## src/rtl/onchip_ram_fifo_ctrl.sv

```systemverilog
// FIFO controller that streams words through a single-port on-chip RAM with a one-word output register.
// Optional occupancy output `level` is enabled by defining ONCHIP_RAM_FIFO_CTRL_LEVEL_EN.
module onchip_ram_fifo_ctrl #(
  parameter int unsigned ADDR_W = 13,
  parameter int unsigned DATA_W = 32
) (
  input  logic                clk,
  input  logic                reset,
  input  logic                clear,
  input  logic                in_valid,
  output logic                in_ready,
  input  logic [DATA_W-1:0]   in_data,
  output logic                out_valid,
  input  logic                out_ready,
  output logic [DATA_W-1:0]   out_data,
  output logic [ADDR_W-1:0]   ram_address,
  output logic                ram_chipselect,
  output logic                ram_write,
  output logic                ram_clken,
  output logic [DATA_W/8-1:0] ram_byteenable,
  output logic [DATA_W-1:0]   ram_writedata,
  input  logic [DATA_W-1:0]   ram_readdata
`ifdef ONCHIP_RAM_FIFO_CTRL_LEVEL_EN
  ,
  output logic [ADDR_W+1:0]   level
`endif
);

  localparam int unsigned CNT_W = ADDR_W + 1;
  localparam int unsigned LVL_W = ADDR_W + 2;
  localparam logic [CNT_W-1:0] DEPTH = CNT_W'(1) << ADDR_W;

  logic [ADDR_W-1:0] wr_ptr, wr_ptr_d;
  logic [ADDR_W-1:0] rd_ptr, rd_ptr_d;
  logic [CNT_W-1:0]  ram_count, ram_count_d;
  logic              rd_pend, rd_pend_d;
  logic              out_valid_d;
  logic [DATA_W-1:0] out_data_d;
  logic              rd_issue;
  logic              wr_beat;

  // One RAM access per cycle; a read wins over a write so the output register refills promptly.
  always_comb begin
    rd_issue = !reset && !clear && (ram_count != '0) && !rd_pend && (!out_valid || out_ready);
    in_ready = !reset && !clear && (ram_count != DEPTH) && !rd_issue;
    wr_beat  = in_valid && in_ready;
  end

  always_comb begin
    ram_chipselect = wr_beat || rd_issue;
    ram_write      = wr_beat;
    ram_address    = wr_beat ? wr_ptr : rd_ptr;
    ram_clken      = 1'b1;
    ram_byteenable = '1;
    ram_writedata  = in_data;
  end

  // Next state: the output register is always empty when read data returns, so capture is unconditional.
  always_comb begin
    wr_ptr_d    = wr_ptr;
    rd_ptr_d    = rd_ptr;
    ram_count_d = ram_count;
    rd_pend_d   = rd_pend;
    out_valid_d = out_valid;
    out_data_d  = out_data;
    if (clear) begin
      wr_ptr_d    = '0;
      rd_ptr_d    = '0;
      ram_count_d = '0;
      rd_pend_d   = 1'b0;
      out_valid_d = 1'b0;
    end else begin
      if (wr_beat) begin
        wr_ptr_d    = wr_ptr + ADDR_W'(1);
        ram_count_d = ram_count + CNT_W'(1);
      end
      if (rd_issue) begin
        rd_ptr_d    = rd_ptr + ADDR_W'(1);
        ram_count_d = ram_count - CNT_W'(1);
      end
      rd_pend_d = rd_issue;
      if (rd_pend) begin
        out_data_d  = ram_readdata;
        out_valid_d = 1'b1;
      end else if (out_valid && out_ready) begin
        out_valid_d = 1'b0;
      end
    end
  end

  always_ff @(posedge clk or posedge reset) begin
    if (reset) begin
      wr_ptr    <= '0;
      rd_ptr    <= '0;
      ram_count <= '0;
      rd_pend   <= 1'b0;
      out_valid <= 1'b0;
      out_data  <= '0;
    end else begin
      wr_ptr    <= wr_ptr_d;
      rd_ptr    <= rd_ptr_d;
      ram_count <= ram_count_d;
      rd_pend   <= rd_pend_d;
      out_valid <= out_valid_d;
      out_data  <= out_data_d;
    end
  end

`ifdef ONCHIP_RAM_FIFO_CTRL_LEVEL_EN
  // Words held anywhere in the controller: RAM, in-flight read, output register.
  always_ff @(posedge clk or posedge reset) begin
    if (reset) begin
      level <= '0;
    end else begin
      level <= LVL_W'(ram_count_d) + LVL_W'(rd_pend_d) + LVL_W'(out_valid_d);
    end
  end
`endif

endmodule

```

## config.mk

```make
export PLATFORM = sky130hd
export DESIGN_NAME = onchip_ram_fifo_ctrl
export DESIGN_NICKNAME = d
export VERILOG_FILES = /design/src/rtl/onchip_ram_fifo_ctrl.sv
export SDC_FILE = /design/constraint.sdc
export NUM_CORES = 1
export LEC_CHECK = 0
export CAP_MARGIN = 20
export CORE_ASPECT_RATIO = 0.5
export CORE_MARGIN = 2
export CORE_UTILIZATION = 45
export CTS_CLUSTER_SIZE = 14
export DETAILED_ROUTE_END_ITERATION = 8
export PLACE_DENSITY_LB_ADDON = 0.25
export SLEW_MARGIN = 15
export SYNTH_ARGS = -nofsm -noshare
export SYNTH_HDL_FRONTEND = slang
export SYNTH_SLANG_ARGS = --single-unit
```

## constraint.sdc

```tcl
create_clock -name clk -period 4.35 [get_ports clk]
set_input_delay 1.305 -clock clk [delete_from_list [all_inputs] [get_ports clk]]
set_output_delay 1.305 -clock clk [all_outputs]
set_load 0.01 [all_outputs]
```

==> impl_metrics.csv <==
group,metric,value,unit
placed_design,io_buffers,85,
clocking,clock_path_buffers,2,
worst_setup_path,path_class,"in2out",
worst_setup_path,crit_start,"in_valid",
worst_setup_path,crit_required,3.04,ns
grt,overflow,0,
worst_hold_path,min_path_type,"reg2reg",
detailed_routing,postRouteAntennaNets,0,
worst_setup_path,worstPathArrival,3.02,ns
timing,period_share,99.3,%
synth,synth.distinct_cells,42,
detailed_routing,drcViolationCount,0,
clocking,holdBufCountCts,0,
synth,synthCells,399,
grt,grt_util_all_layers,19.2,%
power_and_ir_drop,p_total,3.01,mW
cells_and_area,nets,560,
floorplan,ios,155,
cells_and_area,fillers,771,
synth,yosysSeqAreaShare,45.0,%
grt,grt_pass1_wl,15100,um
clocking,cts_sinks,74,
timing,slew-limit-headroom,65.5,%
synth,synth_edf_count,0,
synth,synth_top_area_cell,"dfrtp_1",
worst_setup_path,cp_slowest_cell,"clkdlybuf4s50_1",
timing,rsz0062_at_grt,"yes",
cells_and_area,drive_gt1_share,22.5,%
synth,synth_area,0.00411,mm^2
floorplan,fp.dieArea,0.00997,mm^2
timing,maxSlewViolCount,0,
worst_setup_path,r2r-end,"ram_count[13]",
detailed_routing,wirelength,9050,um
floorplan,core,0.00880,mm^2
worst_setup_path,max_stage_delay,0.47,ns
clocking,clockRootBuffer,"clkbuf_16",
placed_design,hpwl,6680,um
cells_and_area,stdcell_count,598,
worst_setup_path,reg2reg_depth,13,
timing,finalSetupViolCount,0,
timing,hold_viol,0,
cells_and_area,diodes,0,
placed_design,dp_cells,576,
floorplan,start_util,46.8,%
timing,tightest_slew,0.516,ns
synth,avgSynthCellArea,10.3,um^2
worst_hold_path,worstHoldEndpoint,"out_data[2]",
floorplan,die_x,139,um
synth,synth_top_cells_by_count,"dfrtp_1, mux2_2, buf_4",
power_and_ir_drop,power.leakage,2.42,nW
timing,skew,0.00391,ns
synth,synth_most_common_cell,"dfrtp_1",
clocking,cts_max_level,3,
clocking,clock_latency,0.33,ns
detailed_routing,vias,3073,
worst_hold_path,hold_path_depth,1,
worst_setup_path,path_cells,"clkdlybuf4s50_1, o211ai_1, mux2i_2, bufbuf_16, mux2_2, dlygate4sd2_1",
grt,grt_pass1_vias,3022,
worst_setup_path,r2r_slack,0.94,ns
timing,layout_min_cycle_time,4.32,ns
grt,antenna_found_initial,0,
worst_setup_path,r2r_start,"ram_count[0]",
power_and_ir_drop,p_per_area,571,mW/mm^2
clocking,clk_pin_slew,0.06,ns
synth,netlist.area_leader.share,45.0,%
floorplan,die_h,71.6,um
worst_setup_path,path_max_fanout,5,
synth,async_flop_share,100,%
grt,grt_max_degree,33,
synth,yosys_register_bits,74,
detailed_routing,first_pass_iters,4,
worst_setup_path,crit_buf_inv,3,
worst_setup_path,start_kind,"primary input",
timing,fin_tns_setup,0,ns
synth,yosysWarningCount,0,
placed_design,place_congestion,0.803,
worst_setup_path,cp_top_family,"buffers and inverters",
clocking,numCtsBuffers,9,
run,maxCapViolations,0,
run_status,run_status,"finished, final reports clean",
clocking,tritoncts,"yes",
detailed_routing,via_per_inst,5.14,
power_and_ir_drop,vdd_drop_max,0.000343,V
detailed_routing,wire_per_inst,15.1,um
detailed_routing,drtIter0Drc,123,
floorplan,num_rows,24,
synth,synth_area_leaders,"dfrtp_1, mux2_2, buf_4",
cells_and_area,area_growth,28.0,%
worst_setup_path,critPathCaptureType,"output pin",
synth,synth-main-ff-cell,"dfrtp_1",
timing,max_freq,231,MHz
worst_hold_path,hp-start,"out_data[2]",
## area by class of cell
cell class | instances | area, um^2 | share of cell area (%)
flip-flops and latches | 74 | 1850 | 35.2
clock inverters | 7 | 46.3 | 0.879
clock buffers | 9 | 225 | 4.28
inverters | 9 | 33.8 | 0.641
repair buffers | 115 | 1070 | 20.2
well taps | 117 | 146 | 2.78
multi-input cells | 267 | 1900 | 36.0
## layout by cell type, fill, tap and decap left out, types with 4 or more instances in the layout
cell / netlist / routed
a21o_1: 5 / 5
a21oi_1: 17 / 17
buf_2: 6 / 8
buf_4: 37 / 28
clkbuf_16: 0 / 9
clkdlybuf4s50_1: 0 / 67
conb_1: 1 / 5
dfrtp_1: 74 / 74
dlygate4sd2_1: 0 / 7
ha_1: 14 / 14
inv_1: 9 / 8
mux2_2: 44 / 44
mux2i_1: 4 / 4
nand2_1: 35 / 35
nand3_1: 11 / 11
nand4_1: 10 / 10
nor2_1: 28 / 27
nor3_1: 5 / 5
o21ai_0: 16 / 16
o21ai_1: 8 / 8
or3_1: 8 / 8
xnor2_1: 12 / 12
xor2_1: 13 / 13
## flip-flops by register name (all words and copies together), names as in the netlist
signal / flops
rd_ptr: 13
out_valid: 1
ram_count: 14
out_data: 32
rd_pend: 1
wr_ptr: 13
## per-layer routing
layer  routed length [um]  GRT usage (%)  up-vias
met4                  103           6.29        0
li1                     -              -     1504
met2                 4560           33.2       91
met3                  500           5.48       12
met1                 3890           23.8     1466
met5                    0              0        -
## through the flow
| stage | setup slack, ns | hold WS [ns] | instance area, um^2 | util [%] |
|---|---|---|---|---|
| after detailed placement | -0.271 | 0.495 | 4970 | 56.5 |
| after floorplan | 0.311 | 0.500 | 4130 | - |
| after global routing | -0.0334 | 0.522 | 5270 | 59.9 |
| after CTS | 0.0241 | 0.507 | 5270 | 59.8 |
| final | 0.0285 | 0.503 | 5270 | 59.9 |
| after global placement | -0.249 | 0.489 | 4970 | 56.5 |
## worst reg2reg max path, delay by kind of cell, from the launching register on
family	cells	cell delay (ns)
AO/OA/AOI/OAI	5	1.17
AND/OR/NAND/NOR	3	0.74
flip-flops	1	0.42
multiplexers	2	0.39
buffers and inverters	2	0.33
adder cells (fa/ha/maj)	1	0.28
## logic make-up (layout without fill, tap and decap cells)
| kind of cell | Yosys count | count (layout) | synth area share (%) |
|---|---|---|---|
| buffers and inverters | 62 | 140 | 9.40 |
| AND/OR/NAND/NOR | 115 | 115 | 13.7 |
| AO/OA/AOI/OAI | 58 | 58 | 8.36 |
| multiplexers | 49 | 49 | 13.4 |
| other | 1 | 5 | 0.0912 |
| adder cells (fa/ha/maj) | 15 | 15 | 4.74 |
| flip-flops | 74 | 74 | 45.0 |
| XOR/XNOR | 25 | 25 | 5.32 |
## worst max-delay path by stage
stage | to | slack [ns] | cells after the start
detailed placement | ram_address[1] | -0.27 | 7
global placement | ram_address[8] | -0.25 | 7
global route | ram_address[0] | -0.03 | 6
CTS | ram_address[6] | 0.02 | 7
floorplan | ram_address[10] | 0.31 | 6
finish | ram_address[0] | 0.03 | 6
## where the power goes
| group | switching, mW | total (mW) | internal, mW |
|---|---|---|---|
| sequential | 0.139 | 1.04 | 0.900 |
| clock | 0.283 | 0.665 | 0.383 |
| combinational | 0.555 | 1.30 | 0.747 |
## repair_timing
item	in CTS	in global routing
resized for setup	48	2
gates cloned	1	0
endpoints found under the setup margin	15	4
pin swaps	2	0
buffers inserted	5	0
Power figures use the tool's default switching activity.
